**src/rtl/neurram_spi_engine.sv**
```systemverilog
// neurram_spi_engine: multi-channel SPI scan-chain shift engine with stream load/unload
module neurram_spi_engine #(
  parameter int SPI_LENGTH = 256,
  parameter int N_CH = 2,
  parameter int W = 32
) (
  input  logic             clk,
  input  logic             rst,
  input  logic             start,
  input  logic             cfg_write,
  input  logic             cfg_read,
  input  logic [3:0]       cfg_frames,
  input  logic [7:0]       cfg_clk_div,
  input  logic [3:0]       cfg_extra,
  input  logic             abort,
  output logic             busy,
  output logic             done,
  output logic [3:0]       frame_cnt,
  input  logic [W-1:0]     in_data,
  input  logic             in_valid,
  output logic             in_ready,
  output logic [W-1:0]     out_data,
  output logic             out_valid,
  input  logic             out_ready,
  output logic             spi_clk,
  output logic [N_CH-1:0]  shift_out,
  input  logic [N_CH-1:0]  shift_in
);
  localparam int BPW = W / N_CH;
  localparam int WPF = SPI_LENGTH / BPW;
  localparam int LW = $clog2(SPI_LENGTH);
  localparam int CW = $clog2(SPI_LENGTH + 16);
  localparam int IW = WPF > 1 ? $clog2(WPF) : 1;
  typedef enum logic [2:0] {IDLE, LOAD, SHIFT_LO, SHIFT_HI, UNLOAD, DONE} state_t;
  state_t state, nxt, fin;
  logic c_write, c_read;
  logic [3:0] c_frames, c_extra;
  logic [7:0] c_div, div_cnt;
  logic [CW-1:0] bit_cnt, limit;
  logic [IW-1:0] word_idx;
  logic [LW-1:0] base;
  logic ph_end, last, bit_end, w_end, rise, fall, frame_inc;
  assign ph_end = div_cnt == c_div;
  assign last = frame_cnt == c_frames - 4'd1;
  assign limit = CW'(SPI_LENGTH) + (last ? CW'(c_extra) : '0);
  assign bit_end = bit_cnt + CW'(1) == limit;
  assign w_end = word_idx == IW'(WPF - 1);
  assign rise = state == SHIFT_LO && ph_end;
  assign fall = state == SHIFT_HI && ph_end;
  assign fin = last ? DONE : c_write ? LOAD : SHIFT_LO;
  assign in_ready = state == LOAD;
  assign out_valid = state == UNLOAD;
  assign base = LW'(word_idx * BPW);
  assign frame_inc = !abort && ((fall && bit_end && !c_read) || (state == UNLOAD && out_ready && w_end));
  // next-state selection; abort wins over every transition
  always_comb begin
    nxt = state;
    case (state)
      IDLE:     nxt = !start ? IDLE : cfg_frames == 4'd0 ? DONE : cfg_write ? LOAD : SHIFT_LO;
      LOAD:     nxt = in_valid && w_end ? SHIFT_LO : LOAD;
      SHIFT_LO: nxt = ph_end ? SHIFT_HI : SHIFT_LO;
      SHIFT_HI: nxt = !ph_end ? SHIFT_HI : !bit_end ? SHIFT_LO : c_read ? UNLOAD : fin;
      UNLOAD:   nxt = out_ready && w_end ? fin : UNLOAD;
      DONE:     nxt = IDLE;
      default:  nxt = IDLE;
    endcase
    if (abort) nxt = IDLE;
  end
  // control state, registered outputs, divider and counters
  always_ff @(posedge clk or posedge rst) begin
    if (rst) begin
      state <= IDLE;
      spi_clk <= 1'b0;
      busy <= 1'b0;
      done <= 1'b0;
      c_write <= 1'b0;
      c_read <= 1'b0;
      c_frames <= '0;
      c_extra <= '0;
      c_div <= '0;
      div_cnt <= '0;
      bit_cnt <= '0;
      word_idx <= '0;
      frame_cnt <= '0;
    end else begin
      state <= nxt;
      spi_clk <= nxt == SHIFT_HI;
      busy <= nxt != IDLE && nxt != DONE;
      done <= nxt == DONE;
      if (state == IDLE && start) begin
        c_write <= cfg_write;
        c_read <= cfg_read;
        c_frames <= cfg_frames;
        c_extra <= cfg_extra;
        c_div <= cfg_clk_div;
      end
      div_cnt <= nxt == state && (state == SHIFT_LO || state == SHIFT_HI) ? div_cnt + 8'd1 : '0;
      bit_cnt <= abort ? '0 : fall ? (bit_end ? '0 : bit_cnt + CW'(1)) : bit_cnt;
      word_idx <= abort ? '0 : (state == LOAD && in_valid) || (state == UNLOAD && out_ready) ? (w_end ? '0 : word_idx + IW'(1)) : word_idx;
      frame_cnt <= state == IDLE && start ? '0 : frame_inc ? frame_cnt + 4'd1 : frame_cnt;
    end
  end
  for (genvar c = 0; c < N_CH; c++) begin : g_ch
    logic [SPI_LENGTH-1:0] tx, rx;
    logic [BPW-1:0] tx_w, rx_w;
    for (genvar j = 0; j < BPW; j++) begin : g_bit
      assign tx_w[j] = in_data[j*N_CH+c];
      assign out_data[j*N_CH+c] = rx_w[j];
    end
    assign rx_w = rx[base +: BPW];
    assign shift_out[c] = tx[0];
    // per-channel tx load/shift on falling spi_clk, rx capture on rising spi_clk
    always_ff @(posedge clk or posedge rst) begin
      if (rst) begin
        tx <= '0;
        rx <= '0;
      end else begin
        if (state == LOAD && in_valid) tx[base +: BPW] <= tx_w;
        else if (fall) tx <= tx >> 1;
        if (rise) rx <= {shift_in[c], rx[SPI_LENGTH-1:1]};
      end
    end
  end
endmodule

```
**config.mk**
```make
export PLATFORM = sky130hd
export DESIGN_NAME = neurram_spi_engine
export DESIGN_NICKNAME = d
export VERILOG_FILES = /design/src/rtl/neurram_spi_engine.sv
export SDC_FILE = /design/constraint.sdc
export NUM_CORES = 2
export LEC_CHECK = 0
export CORE_MARGIN = 2
export CORE_UTILIZATION = 48
export DETAILED_ROUTE_END_ITERATION = 8
export DONT_BUFFER_PORTS = 1
export SETUP_SLACK_MARGIN = 0.15
export SLEW_MARGIN = 20
export SYNTH_ARGS = -nofsm -noshare
export SYNTH_HDL_FRONTEND = slang
export SYNTH_SLANG_ARGS = --single-unit
export TNS_END_PERCENT = 100
```
**constraint.sdc**
```tcl
create_clock -name clk -period 43.9 [get_ports clk]
set_input_delay 6.585 -clock clk [delete_from_list [all_inputs] [get_ports clk]]
set_output_delay 6.585 -clock clk [all_outputs]
set_load 0.01 [all_outputs]
```
# Word-level counts from Yosys, hierarchy flattened
# Cells that the tools add are included.
# Widths: inputs -> output; s select.
# word_totals
register_bits	1073
output_inout_bits	43
wordCells	95
# classes
mux	29
n_shift	5
n_addsub	7
n_eq_ne	12
n_reduce_logical	25
# op_table
cell	n
$mux 256	4
$bwmux 256	2
$shiftx 16x10->256	2
$shiftx 256x9->16	2
$shift 16x10->256 const A	1
$mux 9	3
$mux 3	8
$mux 4	6
$pmux 3 s5	1
$logic_and 1x1->1	13
$neg 8->10	1
$add 9x1->9 const B	1
$add 9x4->9 const A	1
$eq 3x2->1 const B	3
$eq 9x9->1	1
$add 4x1->4 const B	2
$add 8x1->8 const B	1
$eq 8x8->1	1
$mux 8	1
$reduce_bool 2->1	4
$eq 3x3->1 const B	2
$mux 2	3
$eq 4x4->1	1
$eq 4x4->1 const B	1
10 further kinds	13

# Depth between registers and ports, before layout
# logic_depth
word_depth	12
depth_mapped	11

# Worst setup path before layout
# No wires, ideal clock.
# synth_timing
kind	register -> output
startpoint	reg word_idx[0]
endpoint	out out_data[0]
path_buffers	4
arrival_ns	2.476
path_slack_ns	34.839
path_stages_with_launch	7
cell_sequence	dfrtp_1 > clkbuf_1 > clkbuf_1 > buf_1 > clkbuf_1 > mux4_2 > mux4_2
# synth_between
elab_chain_cells	1
# synth_rtl
element	line	text
start, declared	40	logic [IW-1:0] word_idx;
start signal, assigned	99	word_idx <= abort ? '0 : (state == LOAD && in_valid) || (state == UNLOAD && out_ready) ? (w_end ? '0 : word_id ...
$shiftx 256x9->16	110	assign rx_w = rx[base +: BPW];
end, declared	22	output logic [W-1:0] out_data,
# Every way passes these cells.

# Final worst setup path
# layout_timing
startpoint	reg word_idx[1]
endpoint	out out_data[0]
# Same word-level chain as after synthesis.

==> metrics.md <==
| Metric | Value |
|---|---|
| Crit Path Category | reg2out |
| Root buffer cell | clkbuf_16 |
| Vias in the first global route | 33500 |
| Core box area | 100000 sq um |
| Total power | 2130 uW |
| Placed inst area | 49600 sq um |
| Pint | 1640 uW |
| Tcrit/Tclk final | 24.6% |
| Power per cell area | 39.8 nW/um^2 |
| First-pass GRT wire length | 192000 um |
| Final Hold Slack | 0.473 ns |
| Setup TNS | 0 ns |
| Status | finished clean |
| Routed WL | 118000 um |
| Layout area overhead | 9.80% |
| PortBufs | 0 |
| Final setup violation count | 0 |
| Post-DRT Antenna Nets | 0 |
| Commonest non-fill, non-tap cells in the layout | 1070 x dfrtp_1, 586 x nand2_1, 527 x mux2_2 |
| Clock power frac | a little under half |
| Worst-path clk slew | 0.06 ns |
| Clock buffer depth | 3 |
| Die height | ~320 um |
| Via/cell ratio | 5.77 |
| Post-synth EDFFs | 0 |
| Max IR drop VDD | 0.0349 mV |
| TritonCTS Buffers | about 110 |
| H-tree levels | 3 |
| Layout cells sized above 1 | 21.8% |
| Nets | 4340 |
| I/O pins | 101 |
| Crit-path max FO | between 50 and 60 |
| Max-cap violations | 0 |
| Drt first pass iters | 5 |
| GRT Resource Usage Total | between 20% and 30% |
| Leakage Power | 0.0251 uW |
| Period minus WS final | ~11 ns |
| Slew headroom | around 30% |
| Clk_lat worst skew | 0.69 ns |
| Seq cells post-synth | 1073 |
| Worst EP required | 37.31 ns |
| Sw Ratio | 23.0% |
| Worst-margin pin slew | 1.06 ns |
| Most used flip-flop cell after synthesis | dfrtp_1 |
| Syn Inst Count | 4456 |
| Gate power share | 4.7% |
| Final Max Slew Viols | 0 |
| Routed WL per cell | 20.6 um |
| Worst hold path class | reg2reg |
| Worst EP arrival | 4.20 ns |
| Total die area | 104000 sq um |
| CP endpoint kind | output pin |
| Clk_skew | 0.0221 ns |
| Final instance area | between 50000 and 60000 sq um |
| Seq pwr share | 49.1% |
| Psw | 490 uW |
| CTS hold repair buffers | 0 |
| Final weighted congestion in routability-driven placement | 0.789 |
| Post-synthesis cell type count | 55 |
| Filler cells | 8810 |
| Mapped Nets | 4522 |
| Total setup buffers inserted after CTS | 0 |
| Final core occ | between 50 and 60% |
| Yosys warns | 0 |
| Multi-input gate area | 20400 sq um |
| Starting DRT DRC Count | 2723 |
| Remaining global-route overflow | 0 |
| Final hold vios | 0 |
| TritonCTS clock tree | done |
| Post-synthesis async set-or-reset flop share | 100% |
| Avg Synthesized Cell Area | 10.9 sq um |
| Largest net degree at the start of global routing | 251 |
| FF+latch area | about 27000 sq um |
| Resized cells post-CTS | 0 |
| Post-synth design cell area | between 40000 and 50000 sq um |
| Seq/Total Area, Yosys | 55.2% |
| RSZ-0062 raised after global routing | false |
| Initial antenna violation count | 2 |
| Total vias in the final route | 33000 |
| # diodes | 0 |
| Die extent in x | 322 um |
| FMAX | about 93 MHz |
| Sink Count | approximately 1100 |
| Residual DRC | 0 |
| Detail Placement HPWL | 69100 um |
| Crit path launch type | flip-flop |
| Commonest non-fill, non-tap cell in the layout | dfrtp_1 |
| Starting Density | 48.5% |
| Num rows | 116 |
## critical path: stages (launching register included)
cell and delay (ns):
dfrtp_4 0.84, buf_4 0.77, buf_4 0.62, mux4_2 0.58, mux4_2 0.58
## layout make-up
| type | count | share of cell area [%] |
|---|---|---|
| multi-input combinational | 3012 | 38.2 |
| clock buffer | 162 | 6.24 |
| inverter | 13 | 0.105 |
| clock inverter | 38 | 0.907 |
| tap | 1357 | 3.18 |
| sequential | 1073 | 50.3 |
| timing repair buffer | 62 | 1.04 |
## cells by family (layout without fill, tap and decap cells)
kind of cell / Yosys count / in the layout / share of synthesized area, %
AOI/OAI and AO/OA: 1056 / 1056 / 11.3
xor gates and xnor gates: 29 / 29 / 0.566
adders and majority gates: 8 / 8 / 0.206
buffers and inverters: 371 / 275 / 2.88
DFF: 1073 / 1073 / 55.2
muxes: 691 / 691 / 19.7
and+or+nand+nor: 1228 / 1228 / 10.2
## final timing paths
kind                       slack (ns)           from  depth (start not counted)               to
max                             33.12    word_idx[1]                          4      out_data[0]
min                              0.47  g_ch[1].tx[1]                          2    g_ch[1].tx[1]
max reg2reg                     39.06     div_cnt[2]                          7    g_ch[0].rx[5]
min reg2reg                      0.47  g_ch[1].tx[1]                          2    g_ch[1].tx[1]
max in group asynchronous       35.00            rst                          4  g_ch[0].rx[206]
min in group asynchronous        5.87            rst                          1         c_div[7]
## metal layers
layer	part of all wire (%)	track usage, %
met1	45	32.5
met2	49	37.5
met3	4.2	3.06
met4	2.0	6.10
met5	0.017	0
## cell usage after synthesis, types with 5 or more instances
cell type,count,share of area [%]
inv_1,12,0.093
a21oi_1,499,5.1
nand2_1,587,4.5
a22oi_1,35,0.54
a21o_1,5,0.077
nand3_1,19,0.20
nor2_1,506,3.9
buf_1,60,0.46
nor3b_1,5,0.077
and3_1,38,0.49
mux2_2,527,12
dfrtp_1,1073,55
o21ai_0,490,5.0
xnor2_1,16,0.29
mux4_2,160,7.4
and2_1,34,0.44
nor3_1,8,0.082
or3_1,8,0.10
nand4_1,6,0.077
clkbuf_1,295,2.3
xor2_1,11,0.20
ha_1,8,0.21
## per-stage QoR
| step | setup WS, ns | cells |
|---|---|---|
| 6_report | 33.12 | 5717 |
| 5_1_grt | 32.96 | 5717 |
| 4_1_cts | 33.10 | 5717 |
| 3_5_place_dp | 33.85 | 5517 |
| 3_3_place_gp | 33.94 | 5517 |
| 2_1_floorplan | 7.11 | 4456 |
## power groups by stage
stage               Sequential (uW)  Clock, uW  Combinational [uW]
finish                         1040        984                99.6
global placement               1060          0                99.8
CTS                            1040       1010                 102
global route                   1050       1050                 115
floorplan                      1060          0                86.0
detailed placement             1060          0                 102
## registers in the layout (all words and copies together), names as in the netlist, 3 cells and up
name,flops
c_frames,4
state,3
bit_cnt,9
word_idx,4
g_ch.rx,512
frame_cnt,4
g_ch.tx,512
c_div,8
c_extra,4
div_cnt,8
No activity file was read; power rests on OpenSTA's default activity.
